**config.mk**
```make
export PLATFORM = sky130hd
export DESIGN_NAME = ctrl_unit_pipe_flat
export DESIGN_NICKNAME = d
export VERILOG_FILES = /design/src/rtl/ctrl_unit_pipe_if.sv /design/src/rtl/ctrl_unit_pipe.sv /design/src/flat_wrapper.sv
export SDC_FILE = /design/constraint.sdc
export NUM_CORES = 1
export LEC_CHECK = 0
export CAP_MARGIN = 10
export CORE_AREA = 3 3 68 70
export DETAILED_ROUTE_END_ITERATION = 7
export DIE_AREA = 0 0 71 73
export PLACE_DENSITY_LB_ADDON = 0.1
export REMOVE_ABC_BUFFERS = 1
export SYNTH_ARGS = -nofsm -noshare
export SYNTH_HDL_FRONTEND = slang
export SYNTH_SLANG_ARGS = --single-unit
```
**constraint.sdc**
```tcl
create_clock -name clk -period 2.1 [get_ports clk]
set_input_delay 0.42 -clock clk [delete_from_list [all_inputs] [get_ports clk]]
set_output_delay 0.42 -clock clk [all_outputs]
set_load 0.1 [all_outputs]
```
**src/rtl/ctrl_unit_pipe_if.sv**
```systemverilog
// Decode-to-EX control bundle: instruction in from fetch/ID, registered EX controls out.
// The pipeline/bench side drives the master modport; the decoder uses the slave modport.
interface ctrl_unit_pipe_if #(
    parameter int GPIO_CH = 2
);
    logic               instr_valid;
    logic [31:0]        instruction;
    logic               zero_EX;
    logic [3:0]         alu_op;
    logic [4:0]         shamt_EX;
    logic               enhilo_EX;
    logic [1:0]         regsel_EX;
    logic               regwrite_EX;
    logic               rdrt_EX;
    logic               memwrite_EX;
    logic [1:0]         alu_src_EX;
    logic [GPIO_CH-1:0] gpio_out_en;
    logic [GPIO_CH-1:0] gpio_in_en;
    logic               valid_EX;
    logic               illegal_EX;
    logic               pc_src_EX;
    logic               stall_FETCH;

    modport master (
        output instr_valid, instruction, zero_EX,
        input  alu_op, shamt_EX, enhilo_EX, regsel_EX, regwrite_EX, rdrt_EX, memwrite_EX,
               alu_src_EX, gpio_out_en, gpio_in_en, valid_EX, illegal_EX, pc_src_EX, stall_FETCH
    );

    modport slave (
        input  instr_valid, instruction, zero_EX,
        output alu_op, shamt_EX, enhilo_EX, regsel_EX, regwrite_EX, rdrt_EX, memwrite_EX,
               alu_src_EX, gpio_out_en, gpio_in_en, valid_EX, illegal_EX, pc_src_EX, stall_FETCH
    );
endinterface

```
**src/rtl/ctrl_unit_pipe.sv**
```systemverilog
// Registered EX-stage decoder with HI/LO interlock, branch squash and GPIO channel enables.
// Latency: one edge from instruction presentation to EX control outputs.
// Backpressure: stall_FETCH holds fetch/ID on HI/LO hazards; a taken branch squashes its follower.
module ctrl_unit_pipe #(
    parameter int GPIO_CH  = 2,
    parameter int MULT_LAT = 4
) (
    input  logic            clk,
    input  logic            rst,
    ctrl_unit_pipe_if.slave bus
);
    localparam logic [5:0] OP_RTYPE = 6'b000000, OP_BEQ  = 6'b000100, OP_BNE  = 6'b000101,
                           OP_ADDI  = 6'b001000, OP_ADDIU = 6'b001001, OP_SLTI = 6'b001010,
                           OP_ANDI  = 6'b001100, OP_ORI  = 6'b001101, OP_XORI = 6'b001110,
                           OP_LUI   = 6'b001111;
    localparam logic [5:0] F_SLL  = 6'b000000, F_SRL  = 6'b000010, F_SRA = 6'b000011,
                           F_MFHI = 6'b010000, F_MFLO = 6'b010010, F_MULT = 6'b011000,
                           F_MULTU = 6'b011001;

    typedef struct packed {
        logic [3:0]         alu_op;
        logic [4:0]         shamt;
        logic               enhilo;
        logic [1:0]         regsel;
        logic               regwrite;
        logic               rdrt;
        logic               memwrite;
        logic [1:0]         alu_src;
        logic [GPIO_CH-1:0] gpio_out_en;
        logic [GPIO_CH-1:0] gpio_in_en;
        logic               valid;
    } ex_ctrl_t;

    logic [5:0]         opcode, funct;
    logic [4:0]         ch, sa;
    logic [GPIO_CH-1:0] ch_oh;
    logic               ch_ok;
    ex_ctrl_t           dec, ex_q;
    logic               dec_ok, dec_mult, dec_branch, dec_beq, hilo_use;
    logic               illegal_q, br_ex, br_beq;
    logic [4:0]         hilo_cnt;
    logic               hazard, capture;

    assign opcode = bus.instruction[31:26];
    assign ch     = bus.instruction[25:21];
    assign sa     = bus.instruction[10:6];
    assign funct  = bus.instruction[5:0];
    assign ch_ok  = 32'(ch) < 32'(GPIO_CH);

    always_comb begin
        ch_oh = '0;
        for (int i = 0; i < GPIO_CH; i++) ch_oh[i] = (ch == 5'(i));
    end

    always_comb begin
        dec        = '0;
        dec_ok     = 1'b1;
        dec_mult   = 1'b0;
        dec_branch = 1'b0;
        dec_beq    = 1'b0;
        dec.valid  = 1'b1;
        if (bus.instruction == 32'd0) begin
            dec.valid = 1'b1;
        end else if (opcode == OP_RTYPE) begin
            dec.regwrite = 1'b1;
            case (funct)
                6'b100000, 6'b100001: dec.alu_op = 4'b0100;
                6'b100010, 6'b100011: dec.alu_op = 4'b0101;
                6'b100100:            dec.alu_op = 4'b0000;
                6'b100101:            dec.alu_op = 4'b0001;
                6'b100111:            dec.alu_op = 4'b0010;
                6'b100110:            dec.alu_op = 4'b0011;
                6'b101010:            dec.alu_op = 4'b1100;
                6'b101011:            dec.alu_op = 4'b1101;
                F_SLL: begin dec.alu_op = 4'b1000; dec.shamt = sa; end
                F_SRL: begin
                    dec.alu_op = 4'b1001;
                    dec.shamt  = sa;
                    if (sa == 5'd0) begin
                        if (ch_ok) dec.gpio_out_en = ch_oh;
                        else       dec_ok = 1'b0;
                    end
                end
                F_SRA: begin
                    dec.alu_op = 4'b1010;
                    dec.shamt  = sa;
                    if (sa == 5'd0) begin
                        if (ch_ok) begin dec.gpio_in_en = ch_oh; dec.regsel = 2'd1; end
                        else       dec_ok = 1'b0;
                    end
                end
                F_MULT, F_MULTU: begin
                    dec.alu_op   = (funct == F_MULT) ? 4'b0110 : 4'b0111;
                    dec.enhilo   = 1'b1;
                    dec.regwrite = 1'b0;
                    dec_mult     = 1'b1;
                end
                F_MFHI: dec.regsel = 2'd1;
                F_MFLO: dec.regsel = 2'd2;
                default: dec_ok = 1'b0;
            endcase
        end else begin
            dec.rdrt     = 1'b1;
            dec.regwrite = 1'b1;
            case (opcode)
                OP_ADDI, OP_ADDIU: begin dec.alu_op = 4'b0100; dec.alu_src = 2'd1; end
                OP_ANDI: begin dec.alu_op = 4'b0000; dec.alu_src = 2'd2; end
                OP_ORI:  begin dec.alu_op = 4'b0001; dec.alu_src = 2'd2; end
                OP_XORI: begin dec.alu_op = 4'b0011; dec.alu_src = 2'd2; end
                OP_SLTI: begin dec.alu_op = 4'b1100; dec.alu_src = 2'd1; end
                OP_LUI:  begin dec.alu_op = 4'b1000; dec.shamt = 5'd16; dec.alu_src = 2'd2; end
                OP_BEQ, OP_BNE: begin
                    dec.alu_op   = 4'b0101;
                    dec.regwrite = 1'b0;
                    dec.rdrt     = 1'b0;
                    dec_branch   = 1'b1;
                    dec_beq      = (opcode == OP_BEQ);
                end
                default: dec_ok = 1'b0;
            endcase
        end
        // Illegal words leave EX as a plain bubble; only illegal_EX marks them.
        if (!dec_ok) begin
            dec        = '0;
            dec_mult   = 1'b0;
            dec_branch = 1'b0;
            dec_beq    = 1'b0;
        end
    end

    assign hilo_use = (opcode == OP_RTYPE) &&
                      (funct == F_MULT || funct == F_MULTU || funct == F_MFHI || funct == F_MFLO);
    assign bus.pc_src_EX   = br_ex & (br_beq ? bus.zero_EX : ~bus.zero_EX);
    assign hazard          = bus.instr_valid & (hilo_cnt != 5'd0) & hilo_use;
    assign bus.stall_FETCH = hazard & ~bus.pc_src_EX;
    assign capture         = bus.instr_valid & ~bus.pc_src_EX & ~hazard;

    always_ff @(posedge clk or posedge rst) begin
        if (rst) begin
            ex_q      <= '0;
            illegal_q <= 1'b0;
            br_ex     <= 1'b0;
            br_beq    <= 1'b0;
            hilo_cnt  <= 5'd0;
        end else begin
            ex_q      <= capture ? dec : '0;
            illegal_q <= capture & ~dec_ok;
            br_ex     <= capture & dec_branch;
            br_beq    <= dec_beq;
            // The counter keeps running through squashes and stalls alike.
            if (capture && dec_mult)    hilo_cnt <= 5'(MULT_LAT - 1);
            else if (hilo_cnt != 5'd0) hilo_cnt <= hilo_cnt - 5'd1;
        end
    end

    assign bus.alu_op      = ex_q.alu_op;
    assign bus.shamt_EX    = ex_q.shamt;
    assign bus.enhilo_EX   = ex_q.enhilo;
    assign bus.regsel_EX   = ex_q.regsel;
    assign bus.regwrite_EX = ex_q.regwrite;
    assign bus.rdrt_EX     = ex_q.rdrt;
    assign bus.memwrite_EX = ex_q.memwrite;
    assign bus.alu_src_EX  = ex_q.alu_src;
    assign bus.gpio_out_en = ex_q.gpio_out_en;
    assign bus.gpio_in_en  = ex_q.gpio_in_en;
    assign bus.valid_EX    = ex_q.valid;
    assign bus.illegal_EX  = illegal_q;
endmodule

```
**src/flat_wrapper.sv**
```systemverilog
// flat-port wrapper written by rule: the top's interface ports become plain ports
module ctrl_unit_pipe_flat 
#(
    parameter int GPIO_CH  = 2,
    parameter int MULT_LAT = 4
)
  (clk, rst, bus_instr_valid, bus_instruction, bus_zero_EX, bus_alu_op, bus_shamt_EX, bus_enhilo_EX, bus_regsel_EX, bus_regwrite_EX, bus_rdrt_EX, bus_memwrite_EX, bus_alu_src_EX, bus_gpio_out_en, bus_gpio_in_en, bus_valid_EX, bus_illegal_EX, bus_pc_src_EX, bus_stall_FETCH);
  ctrl_unit_pipe_if #(.GPIO_CH(GPIO_CH)) bus_i ();
  input  logic clk;
  input  logic rst;
  input wire logic [$bits(bus_i.instr_valid)-1:0] bus_instr_valid;
  input wire logic [$bits(bus_i.instruction)-1:0] bus_instruction;
  input wire logic [$bits(bus_i.zero_EX)-1:0] bus_zero_EX;
  output wire logic [$bits(bus_i.alu_op)-1:0] bus_alu_op;
  output wire logic [$bits(bus_i.shamt_EX)-1:0] bus_shamt_EX;
  output wire logic [$bits(bus_i.enhilo_EX)-1:0] bus_enhilo_EX;
  output wire logic [$bits(bus_i.regsel_EX)-1:0] bus_regsel_EX;
  output wire logic [$bits(bus_i.regwrite_EX)-1:0] bus_regwrite_EX;
  output wire logic [$bits(bus_i.rdrt_EX)-1:0] bus_rdrt_EX;
  output wire logic [$bits(bus_i.memwrite_EX)-1:0] bus_memwrite_EX;
  output wire logic [$bits(bus_i.alu_src_EX)-1:0] bus_alu_src_EX;
  output wire logic [$bits(bus_i.gpio_out_en)-1:0] bus_gpio_out_en;
  output wire logic [$bits(bus_i.gpio_in_en)-1:0] bus_gpio_in_en;
  output wire logic [$bits(bus_i.valid_EX)-1:0] bus_valid_EX;
  output wire logic [$bits(bus_i.illegal_EX)-1:0] bus_illegal_EX;
  output wire logic [$bits(bus_i.pc_src_EX)-1:0] bus_pc_src_EX;
  output wire logic [$bits(bus_i.stall_FETCH)-1:0] bus_stall_FETCH;
  assign bus_i.instr_valid = bus_instr_valid;
  assign bus_i.instruction = bus_instruction;
  assign bus_i.zero_EX = bus_zero_EX;
  assign bus_alu_op = bus_i.alu_op;
  assign bus_shamt_EX = bus_i.shamt_EX;
  assign bus_enhilo_EX = bus_i.enhilo_EX;
  assign bus_regsel_EX = bus_i.regsel_EX;
  assign bus_regwrite_EX = bus_i.regwrite_EX;
  assign bus_rdrt_EX = bus_i.rdrt_EX;
  assign bus_memwrite_EX = bus_i.memwrite_EX;
  assign bus_alu_src_EX = bus_i.alu_src_EX;
  assign bus_gpio_out_en = bus_i.gpio_out_en;
  assign bus_gpio_in_en = bus_i.gpio_in_en;
  assign bus_valid_EX = bus_i.valid_EX;
  assign bus_illegal_EX = bus_i.illegal_EX;
  assign bus_pc_src_EX = bus_i.pc_src_EX;
  assign bus_stall_FETCH = bus_i.stall_FETCH;
  ctrl_unit_pipe #(.GPIO_CH(GPIO_CH), .MULT_LAT(MULT_LAT)) u_core (.clk(clk), .rst(rst), .bus(bus_i));
endmodule
```
==> impl_summary.log <==
[metrics] outcome: finished with violations
[metrics] violations in the final reports: negative setup slack
[metrics] Site Rows: 23
[metrics] depth of the most critical reg-to-reg path: 7
[metrics] aggregate global-route resource usage: 20.3%
[metrics] mean number of vias per cell: 5.17
[metrics] top cell family by delay on the critical path: simple AND/OR/NAND/NOR gates
[metrics] sequential share of power: 36.6%
[metrics] number of DRC markers after the initial detailed-route iteration: 131
[metrics] setup clock skew after layout: 0.00681 ns
[metrics] growth of design area from synthesis to finish: 82.8%
[metrics] WL/cell: 15.3 um
[metrics] clock share of power: 25.6%
[metrics] share of cells above drive strength 1: 48.1%
[metrics] Final Power: 1.73 mW
[metrics] quantity of hold-fixing buffers added after cts: 0
[metrics] number of clock sinks: 29
[metrics] distinct cell type count after synthesis: 54
[metrics] Worst Hold Path Cells: 2
[metrics] destination of the worst register-to-register timing path: u_core.bus.alu_src_EX[1]
[metrics] floorplan die height: approximately 73 um
[metrics] root buffer cell: sky130_fd_sc_hd__clkbuf_8
[metrics] worst relative slew slack: 51.4%
[metrics] area of the multi-input gates: 1050 um^2
[metrics] Detailed Place HPWL: 3740 um
[metrics] required time of the critical path: between 1.5 and 2 ns
[metrics] sequential cell area fraction in the yosys report: 44.3%
[metrics] Max-Cap Viols: 0
[metrics] delay contributed by the slowest stage of the critical path: around 0.5 ns
[metrics] post-place setup slack: -0.648 ns
[metrics] highest attainable clock frequency: 449 MHz
[metrics] net load switching power: approximately 0.56 mW
[metrics] Setup violations, final: 11
[metrics] sort of element at the start of the critical path: flop
[metrics] internal power: 1.17 mW
[metrics] Min-Delay Startpoint: bus_instruction[9]
[metrics] total iterations of the first detailed-routing run: 4
[metrics] Synth Cell Area: around 1600 um^2
[metrics] vias after detailed routing: 1,773
[metrics] TritonCTS clock tree: built
[metrics] pin count of the biggest net entering global routing: 30
[metrics] most common library cell in the layout ignoring fill and taps: sky130_fd_sc_hd__buf_4
[metrics] overall die area: 5180 um^2
[metrics] CP endpoint kind: output pin
[metrics] minimum clock period after layout: ~2.2 ns
[metrics] combinational cell fraction of total power: approximately 38%
[metrics] global-route wire length before repair: between 8000 and 9000 um
[metrics] maximum fanout along the worst path: 3
[metrics] Mapped Cells: 176
[metrics] standard cell core area: 4030 um^2
[metrics] switching power share of the total: 32.2%
[metrics] I/O pin cnt: between 60 and 70
[metrics] worst supply voltage drop on vdd: 0.348 mV
[metrics] die width: 71 um
[metrics] vias in the first global route: between 1,500 and 2,000
[metrics] number of diodes added for antenna fixing: 0
[metrics] type of the worst min-delay path: in -> reg
[metrics] master of the slowest instance on the critical path: sky130_fd_sc_hd__or4b_4
[metrics] antenna violations before repair: 0
[metrics] power per cell area: around 580 nW/um^2
[metrics] launching point of the worst reg2reg path: u_core.hilo_cnt[1]
[metrics] Num CTS Buffers: 5
[metrics] Worst setup startpoint: u_core.hilo_cnt[1]
[metrics] Layout fillers: approximately 280
[metrics] number of buffer and inverter instances along the worst setup path: 3
[metrics] ordered cell list for the critical path: inv_2 -> ha_4 -> or4b_4 -> o21ai_4 -> buf_6 -> nor3_4 -> buf_12
[metrics] number of nets in the finished design: 329
[metrics] reg2reg setup slack: -0.09 ns
[metrics] final number of max-transition violations: 0
[metrics] post-detailed-route DRC marker count: 0
[metrics] share of the clock period used by the worst path after layout: 106%
[metrics] path type of the worst setup path: reg -> out
[metrics] clock latency on the worst-skew pair: between 0.2 and 0.3 ns
[metrics] number of buffers added on ports: between 50 and 60
[metrics] number of flip-flops and latches in the synthesized netlist: 29
[metrics] leakage power summed over all cells: 1.42 nW
[metrics] final hold violation count: 0
[metrics] GP Congestion: 0.880
[metrics] FF+latch area: around 730 um^2
[metrics] worst hold endpoint: u_core.bus.shamt_EX[3]
[metrics] number of nets with antenna violations after routing: 0
[metrics] worst endpoint data arrival time: 1.81 ns
[metrics] synthesized area per cell: around 9.3 um^2
[metrics] setup repair after global routing missed its margin: true
[metrics] actual transition at the worst max-transition pin: 0.719 ns
[metrics] H-tree depth reported by CTS: 2
[metrics] Reg clk slew, reported paths: 0.06 ns
[metrics] Worst Slack Setup Final: -0.129 ns
[metrics] worst-case clock buffer depth: 2
[metrics] Synth Warn #: 0
[metrics] Total Routed Length: 5240 um
[metrics] Overflow after GRT: 0
[metrics] commonest cells after routing, fill and taps aside: 72 x sky130_fd_sc_hd__buf_4, 29 x sky130_fd_sc_hd__dfrtp_1, 18 x sky130_fd_sc_hd__clkdlybuf4s50_1
[metrics] effective utilization at floorplan: 40.6%
kinds of logic (layout without fill, tap and decap cells):
family                     count (synthesis)  after routing  share of synthesized area (%)
adders and majority gates                  2              2                           1.38
buffers and inverters                     20            137                           5.35
DFF                                       29             29                           44.3
other                                      1              1                          0.229
AOI/OAI and AO/OA                         30             30                           12.8
xor gates and xnor gates                   7              7                           3.75
and+or+nand+nor                           87             87                           32.1
stage by stage:
| step | area [um^2] | util, % | std cells | TNS, ns | hold slack [ns] |
|---|---|---|---|---|---|
| 6_report | 2990 | 74.3 | 343 | -0.625 | 0.371 |
| 5_1_grt | 2990 | 74.3 | 343 | -2.07 | 0.372 |
| 4_1_cts | 2820 | 70.0 | 334 | -0.518 | 0.469 |
| 3_5_place_dp | 2570 | 63.8 | 323 | -14.23 | 0.550 |
| 3_3_place_gp | 2570 | 63.8 | 323 | -12.30 | 0.538 |
| 2_1_floorplan | 1580 | - | 165 | -1.78 | 0.484 |
metal layers:
metal / GRT usage, % / wire length, um / vias up
met5: 0 / 0 / -
met4: 6.26 / 80 / 0
met3: 4.27 / 255 / 6
met2: 36.4 / 2820 / 55
met1: 24.3 / 2090 / 853
li1: - / - / 859
Yosys cell counts (all sizes together):
| cell | count | area [um^2] |
|---|---|---|
| and4bb | 1 | 12.5 |
| nand4 | 1 | 6.26 |
| nor4bb | 1 | 10.0 |
| or4b | 2 | 23.8 |
| a21o | 1 | 7.51 |
| o32a | 1 | 11.3 |
| o21ai | 8 | 43.8 |
| a21oi | 4 | 20.0 |
| and2b | 1 | 7.51 |
| a31oi | 2 | 12.5 |
| and3 | 1 | 6.26 |
| xor2 | 1 | 8.76 |
| and2 | 8 | 51.3 |
| ha | 1 | 12.5 |
| or3 | 1 | 6.26 |
| nor3b | 4 | 35.0 |
| a21boi | 1 | 7.51 |
| nor2b | 4 | 25.0 |
| clkbuf | 6 | 23.8 |
| nand3 | 5 | 25.0 |
| o21bai | 1 | 11.3 |
| buf | 5 | 30.0 |
| nor3 | 9 | 50.1 |
| nand2 | 12 | 45.0 |
| or2 | 1 | 6.26 |
| inv | 9 | 33.8 |
| nand3b | 1 | 7.51 |
| a21bo | 1 | 10.0 |
| o311ai | 1 | 8.76 |
| a2bb2oi | 1 | 8.76 |
| o22ai | 3 | 18.8 |
| nor4 | 9 | 71.3 |
| a211oi | 1 | 7.51 |
| nor2 | 16 | 60.1 |
| xnor2 | 6 | 52.6 |
| o2111ai | 1 | 8.76 |
| or4 | 4 | 33.8 |
| maj3 | 1 | 10.0 |
| nor4b | 2 | 17.5 |
| nand2b | 4 | 25.0 |
| a32oi | 3 | 26.3 |
| conb | 1 | 3.75 |
| a22oi | 1 | 7.51 |
| dfrtp | 29 | 726 |
final cells by class:
type | instances | share of cell area (%)
inverter | 9 | 1.13
tap | 50 | 2.09
multi-input combinational | 127 | 35.0
clock inverter | 2 | 0.335
timing repair buffer | 120 | 34.8
sequential | 29 | 24.3
clock buffer | 6 | 2.43
worst reg2reg max path: cells and delay by family (launching register included):
family          cells  cell delay [ns]
fa+ha+maj           1             0.13
compound gates      2             0.19
simple gates        3             1.31
flops               1             0.39
buf+inv             1             0.08
how the worst max path moves through the flow:
stage	cells past startpoint	endpoint	slack, ns
2_1_floorplan	3	bus_stall_FETCH	-1.33
3_3_place_gp	6	u_core.bus.alu_op[3]	-0.60
3_5_place_dp	6	u_core.bus.alu_op[3]	-0.65
4_1_cts	7	u_core.bus.alu_src_EX[1]	-0.12
5_1_grt	9	u_core.bus.gpio_in_en[1]	-0.20
6_report	7	bus_stall_FETCH	-0.13
repair_timing:
action	CTS	global route
setup buffers	4	9
setup endpoints to repair	25	25
pin swaps	17	13
resized for setup	51	36
cloned	1	0
power groups by stage:
stage                     sequential [mW]  combinational [mW]  clock (mW)
final                               0.633               0.654       0.443
after global routing                0.635               0.713       0.484
after CTS                           0.632               0.578       0.438
after detailed placement            0.640               0.539           0
after global placement              0.636               0.506           0
after floorplan                     0.684               0.216           0
state kept, by name (all words and copies together) (netlist names), 2 cells and up:
| signal | flops |
|---|---|
| u_core.bus.gpio_in_en | 2 |
| u_core.bus.gpio_out_en | 2 |
| u_core.hilo_cnt | 5 |
| u_core.bus.shamt_EX | 5 |
| u_core.bus.alu_src_EX | 2 |
| u_core.bus.regsel_EX | 2 |
| u_core.bus.alu_op | 4 |
No activity file was read; power rests on OpenSTA's default activity.
